## src/rtl/mem_stage.sv

```systemverilog
// Memory-access pipeline stage. It latches one instruction per cycle from
// execute and issues at most one load or store to the data memory port. While
// memory reports busy it holds the pipeline. Load data is sign- or
// zero-extended before the writeback record is presented. Non-memory
// instructions reach writeback one cycle after capture.
module mem_stage #(
  parameter int ADDR_W = 32,
  parameter int DATA_W = 32   // load extension and store masking assume 32
) (
  input  logic              clk,
  input  logic              reset,
  input  logic              clr,
  input  logic              i_valid,
  input  logic [1:0]        i_mem_op,
  input  logic [2:0]        i_mem_funct,
  input  logic [ADDR_W-1:0] i_addr,
  input  logic [DATA_W-1:0] i_store_data,
  input  logic              i_dest_en,
  input  logic [4:0]        i_dest_reg,
  output logic              o_stall,
  output logic [ADDR_W-1:0] o_mem_req_addr,
  output logic [DATA_W-1:0] o_mem_req_wr_data,
  output logic              o_mem_req_wr_en,
  output logic [2:0]        o_mem_req_count,
  input  logic [DATA_W-1:0] i_mem_res_rd_data,
  input  logic [1:0]        i_mem_res_code,
  output logic              o_valid,
  output logic              o_dest_en,
  output logic [4:0]        o_dest_reg,
  output logic [DATA_W-1:0] o_wb_data,
  output logic              o_fault
);

  localparam logic [1:0] OP_LOAD  = 2'd1;
  localparam logic [1:0] OP_STORE = 2'd2;
  localparam logic [1:0] RES_BUSY = 2'd0;
  localparam logic [1:0] RES_DONE = 2'd1;

  typedef enum logic {IDLE, ACCESS} state_e;

  state_e            state;

  // Stage register
  logic              s_valid;
  logic [1:0]        s_mem_op;
  logic [2:0]        s_funct;
  logic [ADDR_W-1:0] s_addr;
  logic [DATA_W-1:0] s_store_data;
  logic              s_dest_en;
  logic [4:0]        s_dest_reg;

  // Decode of the held instruction
  logic              is_mem;
  logic              is_store;
  logic              legal;
  logic              misaligned;
  logic              req_active;
  logic [2:0]        req_count;
  logic [DATA_W-1:0] store_masked;
  logic [DATA_W-1:0] load_ext;
  logic              res_busy;
  logic              res_done;

  assign is_mem   = s_valid && (s_mem_op == OP_LOAD || s_mem_op == OP_STORE);
  assign is_store = (s_mem_op == OP_STORE);
  assign res_busy = (i_mem_res_code == RES_BUSY);
  assign res_done = (i_mem_res_code == RES_DONE);

  // Classify the access: legal funct3, alignment, size and store mask.
  // NOTE: every signal gets a default first so no path leaves one unassigned,
  // which would otherwise infer a latch.
  always_comb begin
    legal        = 1'b0;
    req_count    = 3'd0;
    store_masked = '0;
    case (s_funct)
      3'b000, 3'b001, 3'b010: legal = 1'b1;
      3'b100, 3'b101:         legal = !is_store;  // unsigned forms are load-only
      default:                legal = 1'b0;
    endcase
    misaligned = !legal
               || (s_funct[1:0] == 2'b01 && s_addr[0])
               || (s_funct[1:0] == 2'b10 && s_addr[1:0] != 2'b00);
    req_active = is_mem && !misaligned;
    if (req_active) begin
      case (s_funct[1:0])
        2'b00: begin
          req_count    = 3'd1;
          store_masked = s_store_data & DATA_W'(32'h0000_00FF);
        end
        2'b01: begin
          req_count    = 3'd2;
          store_masked = s_store_data & DATA_W'(32'h0000_FFFF);
        end
        default: begin
          req_count    = 3'd4;
          store_masked = s_store_data;
        end
      endcase
    end
  end

  // Extend returned load data to the register width.
  always_comb begin
    case (s_funct)
      3'b000:  load_ext = {{24{i_mem_res_rd_data[7]}},  i_mem_res_rd_data[7:0]};
      3'b001:  load_ext = {{16{i_mem_res_rd_data[15]}}, i_mem_res_rd_data[15:0]};
      3'b100:  load_ext = {24'd0, i_mem_res_rd_data[7:0]};
      3'b101:  load_ext = {16'd0, i_mem_res_rd_data[15:0]};
      default: load_ext = i_mem_res_rd_data;
    endcase
  end

  // The request comes straight from the stage register, which cannot change
  // while stalled, so it stays stable for the whole access.
  assign o_mem_req_count   = req_count;
  assign o_mem_req_addr    = req_active ? s_addr : '0;
  assign o_mem_req_wr_data = store_masked;
  assign o_mem_req_wr_en   = req_active && is_store;
  assign o_stall           = req_active && res_busy;

  // Capture the next instruction whenever the stage is not stalled.
  // NOTE: sequential state uses non-blocking assignments so every register
  // samples pre-edge values regardless of statement order.
  always_ff @(posedge clk) begin
    if (reset) begin
      s_valid      <= 1'b0;
      s_mem_op     <= '0;
      s_funct      <= '0;
      s_addr       <= '0;
      s_store_data <= '0;
      s_dest_en    <= 1'b0;
      s_dest_reg   <= '0;
    end else if (!o_stall) begin
      if (clr) begin
        s_valid      <= 1'b0;
        s_mem_op     <= '0;
        s_funct      <= '0;
        s_addr       <= '0;
        s_store_data <= '0;
        s_dest_en    <= 1'b0;
        s_dest_reg   <= '0;
      end else begin
        s_valid      <= i_valid;
        s_mem_op     <= i_mem_op;
        s_funct      <= i_mem_funct;
        s_addr       <= i_addr;
        s_store_data <= i_store_data;
        s_dest_en    <= i_dest_en;
        s_dest_reg   <= i_dest_reg;
      end
    end
  end

  // Access FSM and registered writeback record.
  always_ff @(posedge clk) begin
    if (reset) begin
      state      <= IDLE;
      o_valid    <= 1'b0;
      o_dest_en  <= 1'b0;
      o_dest_reg <= '0;
      o_wb_data  <= '0;
      o_fault    <= 1'b0;
    end else begin
      case (state)
        IDLE:    if (req_active && res_busy)   state <= ACCESS;
        ACCESS:  if (!req_active || !res_busy) state <= IDLE;
        default: state <= IDLE;
      endcase

      o_dest_reg <= s_dest_reg;
      if (!is_mem) begin
        // Non-memory instruction or bubble: pass the ALU result through.
        o_valid   <= s_valid;
        o_dest_en <= s_dest_en;
        o_wb_data <= DATA_W'(s_addr);
        o_fault   <= 1'b0;
      end else if (misaligned) begin
        o_valid   <= 1'b1;
        o_dest_en <= 1'b0;
        o_wb_data <= '0;
        o_fault   <= 1'b1;
      end else if (res_busy) begin
        // Still waiting on memory: bubble into writeback.
        o_valid   <= 1'b0;
        o_dest_en <= 1'b0;
        o_wb_data <= '0;
        o_fault   <= 1'b0;
      end else if (!res_done) begin
        // FAULT, or the reserved code treated as FAULT.
        o_valid   <= 1'b1;
        o_dest_en <= 1'b0;
        o_wb_data <= '0;
        o_fault   <= 1'b1;
      end else begin
        o_valid   <= 1'b1;
        o_dest_en <= is_store ? 1'b0 : s_dest_en;
        o_wb_data <= is_store ? '0 : load_ext;
        o_fault   <= 1'b0;
      end
    end
  end

endmodule

```

## config.mk

```make
export PLATFORM = sky130hd
export DESIGN_NAME = mem_stage
export DESIGN_NICKNAME = d
export VERILOG_FILES = /design/src/rtl/mem_stage.sv
export SDC_FILE = /design/constraint.sdc
export NUM_CORES = 1
export LEC_CHECK = 0
export CAP_MARGIN = 40
export CORE_MARGIN = 3
export CORE_UTILIZATION = 30
export CTS_BUF_LIST = sky130_fd_sc_hd__clkbuf_4 sky130_fd_sc_hd__clkbuf_8 sky130_fd_sc_hd__clkbuf_16
export CTS_CLUSTER_SIZE = 10
export DETAILED_ROUTE_END_ITERATION = 7
export PLACE_DENSITY_LB_ADDON = 0.3
export SLEW_MARGIN = 20
export SYNTH_ARGS = -nofsm -noshare
export SYNTH_HDL_FRONTEND = slang
export SYNTH_SLANG_ARGS = --single-unit
```

## constraint.sdc

```tcl
create_clock -name clk -period 3.2 [get_ports clk]
set_clock_uncertainty 0.05 [all_clocks]
set_input_delay 0.8 -clock clk [delete_from_list [all_inputs] [get_ports clk]]
set_output_delay 0.8 -clock clk [all_outputs]
set_load 0.05 [all_outputs]
```

==> results.rst <==
.. list-table::
   :header-rows: 1

   * - Metric
     - Value
   * - Number of antenna repair diodes
     - 0
   * - Post-synthesis cell area
     - 0.00486 sq mm
   * - Count of unresolved DRC violations after routing
     - 0
   * - Unrepaired setup endpoints after global routing
     - false
   * - Data arrival at the endpoint of the critical path
     - 2230 ps
   * - Grt peak-use layer
     - met2
   * - Clock slew at reported path FFs
     - around 50 ps
   * - Worst Hold Margin
     - slightly above 400 ps
   * - Final core occ
     - 55.3%
   * - M1 GR Usage
     - 21.1%
   * - Share of the clock period used by the worst path after layout
     - approximately 96%
   * - Critical Path Slowest Stage Cell
     - sky130_fd_sc_hd__or4_4
   * - Dpl cells
     - 872
   * - Switching share of power
     - a little under a quarter
   * - Category of cells accounting for the largest share of critical-path delay
     - simple AND/OR/NAND/NOR gates
   * - Count of warnings emitted by yosys
     - 0
   * - Cell Int Power
     - between 3 and 4 mW
   * - Total leakage power
     - roughly 3.2 nW
   * - Count of TritonRoute iterations in the first routing pass
     - 5
   * - Die W
     - 133 um
   * - Mapped Avg Cell Area
     - 10.2 sq um
   * - Hold buffers post-CTS
     - 0
   * - Delay of the slowest cell on the worst path
     - 640 ps
   * - Crit-path cells
     - or4_4 -> a21oi_4 -> buf_6 -> and3b_1 -> buf_12
   * - Synth Net Count
     - 588
   * - Number of flip-flops and latches in the synthesized netlist
     - between 100 and 150
   * - Net count, final
     - 795
   * - Number of design-rule violations left by the first detailed-router iteration
     - 270
   * - Share of flip-flops with an asynchronous set or reset
     - 0%
   * - Leading cell type by number of instances after synthesis
     - sky130_fd_sc_hd__dfxtp_1
   * - Fill count
     - 1,326
   * - Floorplan row count
     - 45
   * - Switching power
     - 0.909 mW
   * - Number of standard cells in the final layout excluding fillers
     - 905
   * - Number of failing hold endpoints at the final stage
     - 0
   * - EDFF count, synth
     - 0
   * - Clk root buf
     - sky130_fd_sc_hd__clkbuf_16
   * - Multi-input gate area
     - approximately 0.0023 sq mm
   * - Sequential cell area
     - between 0.002 and 0.0025 sq mm
   * - Largest area contributor in the synthesized netlist
     - sky130_fd_sc_hd__dfxtp_1
   * - Placed Instance Area
     - 0.00796 sq mm
   * - Number of antenna violations at the first check in global routing
     - 0
   * - Sum of overflow across all layers after global routing
     - 0
   * - Final setup TNS
     - 0 ps
   * - Vertical die dimension
     - around 130 um
   * - Final count of negative-setup-slack endpoints
     - 0
   * - Met2 track demand over resource in global routing
     - 31.5%
   * - Clk Latency, worst-skew pair
     - 400 ps
   * - Max clock buf depth
     - 2
   * - Summed area of non-filler cells in the final layout
     - about 0.0086 sq mm
   * - Proportion of netlist area held by the largest area contributor
     - 47.8%
   * - Portion of total power attributed to sequential cells
     - 39.2%
   * - Worst setup EP type
     - output pin
   * - Post-Syn Instances
     - approximately 470
   * - Total global-route track usage
     - 18.3%
   * - Max-capacitance violation count
     - 0
   * - Global routing usage on met3
     - ~6.1%
   * - Placer congestion estimate
     - 0.806
   * - First-pass GRT wire length
     - 25,600 um
   * - Primary FF master, synth
     - sky130_fd_sc_hd__dfxtp_1
   * - Die outline area
     - 0.0178 sq mm
   * - Endpoint required time on the critical path
     - around 2400 ps
   * - Number of global-route vias before repair
     - 4,576
   * - Number of clock sinks
     - 116
   * - Max-slew violations
     - 0
   * - Unique cell type count in the Yosys netlist
     - 38
   * - Pwr dens
     - 455 mW/mm^2
   * - Final worst slack
     - 116 ps
   * - DR vias
     - 4,551
   * - Max Freq
     - between 300 and 400 MHz
   * - Worst Hold Class
     - register to register
   * - Top-Level Pins
     - 222
   * - Core area
     - 0.0155 sq mm
   * - Worst setup path class
     - register to output pin
   * - Buffers on Ports
     - between 200 and 250
   * - Routed wire length
     - 16,500 um
   * - Main area contributors after synthesis
     - sky130_fd_sc_hd__dfxtp_1 (48%), sky130_fd_sc_hd__a32o_1 (11%), sky130_fd_sc_hd__and2_1 (7.2%)
   * - Most frequent cells after synthesis
     - sky130_fd_sc_hd__dfxtp_1 (116), sky130_fd_sc_hd__and2_1 (56), sky130_fd_sc_hd__a32o_1 (54), sky130_fd_sc_hd__clkbuf_1 (41), sky130_fd_sc_hd__mux2i_1 (30)
   * - Drt wl/cell
     - approximately 18 um
   * - Pre-CTS setup slack
     - 296 ps
   * - Post-DRT Antenna Nets
     - 0
   * - Power Total
     - 3.91 mW
   * - Placed wire-length estimate after detailed placement
     - 11,800 um
   * - Clock group share of total power
     - 49.4%
   * - CP bufs+invs
     - 2
   * - Via count normalized by instance count
     - approximately 5.0
   * - Initial Utilization
     - 31.3%
   * - TritonCTS Buffers
     - 17
   * - Crit start category
     - register
   * - Combinational group share of total power
     - 11.3%
   * - Result of the run
     - finished, final reports clean
   * - Fraction of final layout cells sized beyond drive strength 1
     - 22.3%
   * - Final Critical Period
     - 3080 ps
   * - Tightest Pin Transition
     - around 750 ps
   * - Seq/Total Area, Yosys
     - between 40 and 50%
   * - Pin count of the biggest net entering global routing
     - 57
   * - Area grow syn2layout
     - 77.0%
   * - Largest registers
     - o_wb_data (32), s_addr (32), s_store_data (32)
   * - Headroom to the max-slew limit
     - 50.2%
   * - Crit Path Max Fanout
     - 20
   * - CTS tree
     - yes
   * - H-tree lvl count
     - 4
   * - Worst-case vdd ir drop
     - 393 uV
## cell type report
cell class	instances	area share, %
Clock inverter	13	1.83
Clock buffer	19	5.27
Multi-Input combinational cell	306	27.1
Timing Repair Buffer	238	35.7
Sequential cell	116	27.0
Tap cell	211	3.07
Inverter	2	0.0873
## worst paths after layout
| check | to | cells past startpoint | startpoint | slack (ps) |
|---|---|---|---|---|
| max | o_mem_req_count[1] | 5 | s_addr[0] | 120 |
| min | s_store_data[5] | 1 | s_store_data[5] | 400 |
| max reg2reg | s_addr[1] | 7 | s_mem_op[0] | 1000 |
| min reg2reg | s_store_data[5] | 1 | s_store_data[5] | 400 |
## placed cells by master, fill, tap and decap left out, types with 5 or more instances in the layout
cell type / synthesis / final
sky130_fd_sc_hd__clkdlybuf4s50_1: 0 / 151
sky130_fd_sc_hd__dfxtp_1: 116 / 116
sky130_fd_sc_hd__buf_12: 0 / 72
sky130_fd_sc_hd__and2_1: 56 / 56
sky130_fd_sc_hd__a32o_1: 54 / 54
sky130_fd_sc_hd__mux2i_1: 30 / 30
sky130_fd_sc_hd__nand2b_1: 23 / 22
sky130_fd_sc_hd__nand2_1: 19 / 19
sky130_fd_sc_hd__or3b_2: 19 / 19
sky130_fd_sc_hd__a22o_1: 17 / 17
sky130_fd_sc_hd__clkbuf_16: 0 / 17
sky130_fd_sc_hd__o21ai_0: 16 / 16
sky130_fd_sc_hd__a21oi_1: 16 / 15
sky130_fd_sc_hd__buf_4: 0 / 13
sky130_fd_sc_hd__and3_1: 9 / 8
sky130_fd_sc_hd__nor2_1: 9 / 8
sky130_fd_sc_hd__a221oi_1: 7 / 7
sky130_fd_sc_hd__nor2b_1: 6 / 5
## layer usage
metal | part of all wire [%] | vias to the layer above
met3 | 7.1 | 20
li1 | - | 2151
met4 | 2.2 | 0
met1 | 39 | 2223
met5 | 0 | -
met2 | 51 | 157
## power by group through the flow
stage / registers (mW) / logic (mW) / clock network (mW)
5_1_grt: 1.54 / 0.473 / 2.04
4_1_cts: 1.53 / 0.443 / 1.98
6_report: 1.53 / 0.443 / 1.93
3_5_place_dp: 1.56 / 0.440 / 0
3_3_place_gp: 1.56 / 0.433 / 0
2_1_floorplan: 1.61 / 0.158 / 0
## logic make-up (layout without fill, tap and decap cells)
| family | after synthesis | in the layout | share of synthesized area (%) |
|---|---|---|---|
| buffers and inverters | 52 | 272 | 5.02 |
| muxes | 30 | 30 | 6.18 |
| AOI/OAI and AO/OA | 122 | 122 | 21.1 |
| DFF | 116 | 116 | 47.8 |
| and+or+nand+nor | 153 | 153 | 19.6 |
| adders and majority gates | 1 | 1 | 0.257 |
## what timing repair did
action / CTS / global route
pin swaps: 0 / 1
resized for setup: 1 / 5
endpoints found under the setup margin: 9 / 67
setup buffers: 0 / 1
Power figures use the tool's default switching activity.
==> variant, RTL diff (config.mk and constraints unchanged) <==
Set the parameter `ADDR_W` to 40 (it was 32).
--- a/src/rtl/mem_stage.sv
+++ b/src/rtl/mem_stage.sv
@@ -5,5 +5,5 @@
 // instructions reach writeback one cycle after capture.
 module mem_stage #(
-  parameter int ADDR_W = 32,
+  parameter int ADDR_W = 40,
   parameter int DATA_W = 32   // load extension and store masking assume 32
 ) (
Ports: changed (resized i_addr and o_mem_req_addr); port bits go from 222 to 238. No check against the original RTL was run, so the function may have changed too.
==> variant against the original RTL <==
Wire length is 11% higher; count of clock-buffer cells in the layout is 3 higher; final area increased by 7.7%; combinational power is 7.9% higher; register-to-register slack got worse by 290 ps; maximum frequency decreased by 1.2%; worst setup slack lost 39 ps; power up 3.2%; critical path depth increased by 2; sequential share of layout area is 0.19 points lower; synthesized area rose by 3.6%; global-route usage up 0.69 points; sequential cell count up 8; critical path type unchanged; largest power group unchanged.
==> variant: results (changes against the original RTL) <==
stage,metric,value,unit,change
outcome,status,"finished, final reports clean",,
power,Peak VDD IR,0.000402,V,+2.4%
cts,CTS clock-pin slew for the worst setup and hold paths,50,ps,about the same
cts,CTS Buffer Depth,2,,unchanged
setup_path,max incr delay on CP,400,ps,-240 ps
synthesis,Post-synth top flop,dfxtp_1,,
worst_hold_path,Hold Path Class,register to register,,
setup_path,Reg-to-Reg End,s_addr[39]$_SDFFE_PP0N_,,
power,leakage,3.42,nW,+8.0%
setup_path,R2R cell count,9,,+2
route,Detailed Routing Iterations Pass 1,5,,unchanged
global_routing,vias in the first global route,4977,,+8.8%
placement,placed wire-length estimate,12.6,mm,+6.5%
synthesis,Ys Warns,0,,unchanged
worst_hold_path,WHS Endpoint,s_dest_reg[0]$_SDFFE_PP0N_,,
synthesis,register area share after synthesis,49.3,%,+1.5 points
setup_path,reg2reg setup slack,710,ps,-290 ps
setup_path,Crit path arrival time,2270,ps,+40 ps
worst_hold_path,WHS Path Cells,1,,unchanged
global_routing,initial antenna violation count,2,,+2
synthesis,async set-reset flop share out of synthesis,0,%,unchanged
cts,Clock Latency Late Sink,420,ps,+20 ps
global_routing,first-pass GRT wire length,27.2,mm,+5.9%
global_routing,pin count of the biggest net entering global routing,68,,+19%
route,Iteration-0 DRC Markers,229,,-15%
final_layout,final non-filler cell total,951,,+5.1%
final_layout,share of layout cells above drive strength 1,24.5,%,+2.2 points
synthesis,Post-synth top cells,"dfxtp_1, a32o_1, and2_1, clkbuf_1, mux2i_1",,
placement,port buffer count,237,,+7.2%
setup_path,r2r startpoint,s_mem_op[0]$_SDFFE_PP0N_,,
worst_hold_path,hold path start,s_dest_reg[0]$_SDFFE_PP0N_,,
cts,Root Buffer,clkbuf_16,,
route,total length of routed wires,18.3,mm,+11%
placement,pre-CTS WS,220,ps,-75.9 ps
synthesis,"Distinct cells, synth",36,,-5.3%
setup_path,CP Max Fanout,4,,-80%
cts,CTS Buf Count,17,,unchanged
placement,Post-Place Cells,908,,+4.1%
synthesis,"top cells by area, synth","dfxtp_1, a32o_1, and2_1",,
timing,Least-Margin Pin Slew,787,ps,+41.4 ps
cts,H-tree depth,4,,unchanged
final_layout,ANT cells,0,,unchanged
synthesis,cells after synthesis,487,,+2.7%
setup_path,highest-delay cell along the critical path,a221o_2,,
route,vias per inst,5.14,,+2.2%
final_layout,nets,844,,+6.2%
synthesis,Syn Nets,609,,+3.6%
timing,Fin. Hold Viols,0,,unchanged
final_layout,top flop regs,"s_addr x40, o_wb_data x32, s_store_data x32",,
placement,GPL Wtd Cong,0.815,,+1.0%
global_routing,Tot GR Track Use,19.0,%,+0.69 points
## variant: critical path: cells and delay by family (launching register included)
kind / cells / cell delay (ps)
flops: 1 / 340
buf+inv: 4 / 530
fa+ha+maj: 1 / 200
compound gates: 2 / 790
## variant: final cells by class
| cell class | instances | area, um^2 |
|---|---|---|
| well taps | 216 | 270 |
| clock buffers | 22 | 482 |
| clock inverters | 10 | 115 |
| flip-flops and latches | 124 | 2480 |
| fillers | 1336 | 6910 |
| inverters | 2 | 7.51 |
| multi-input cells | 310 | 2420 |
| repair buffers | 267 | 3480 |
## variant: through the flow
| stage | cell area [um^2] | hold slack (ps) |
|---|---|---|
| 6_report | 9260 | 404 |
| 5_1_grt | 9260 | 421 |
| 4_1_cts | 9060 | 408 |
| 3_5_place_dp | 8450 | 396 |
| 3_3_place_gp | 8440 | 388 |
| 2_1_floorplan | 5030 | 384 |
## variant: what timing repair did
| action | in CTS | in global routing |
|---|---|---|
| buffers inserted | 0 | 8 |
| hold buffers | 0 | 0 |
| resized for setup | 5 | 16 |
| pin swaps | 0 | 3 |
| setup endpoints to repair | 58 | 58 |
| cloned | 0 | 3 |
| endpoints found under the hold margin | 0 | 0 |
## variant: how the worst max path moves through the flow
stage                             start                    end  slack (ps)
2_1_floorplan  s_mem_op[0]$_SDFFE_PP0N_  o_mem_req_wr_data[22]           8
3_3_place_gp          i_mem_res_code[1]                o_stall         290
3_5_place_dp          i_mem_res_code[1]                o_stall         220
4_1_cts        s_mem_op[0]$_SDFFE_PP0N_     o_mem_req_addr[20]          10
5_1_grt         s_funct[2]$_SDFFE_PP0N_     o_mem_req_addr[32]          -8
6_report       s_mem_op[0]$_SDFFE_PP0N_     o_mem_req_count[0]          80
## variant: cells by family (layout without fill, tap and decap cells)
family | count (synthesis) | in the layout | share of synthesized area [%]
fa+ha+maj | 1 | 1 | 0.249
flops | 124 | 124 | 49.3
mux | 24 | 24 | 4.77
buf+inv | 53 | 301 | 4.38
compound gates | 136 | 136 | 23.1
simple gates | 149 | 149 | 18.1
## variant: power by group
group	internal, W	switching (W)
registers	0.00161	0.0000342
logic	0.000263	0.000214
clock network	0.00122	0.000696
total	0.00309	0.000944
## variant: metal layers
metal	part of all wire [%]	up-vias	GRT usage [%]
li1	-	2279	-
met1	39	2409	21.7
met2	51	170	32.5
met3	7.2	26	7.10
met4	2.2	4	7.17
met5	0.11	-	0
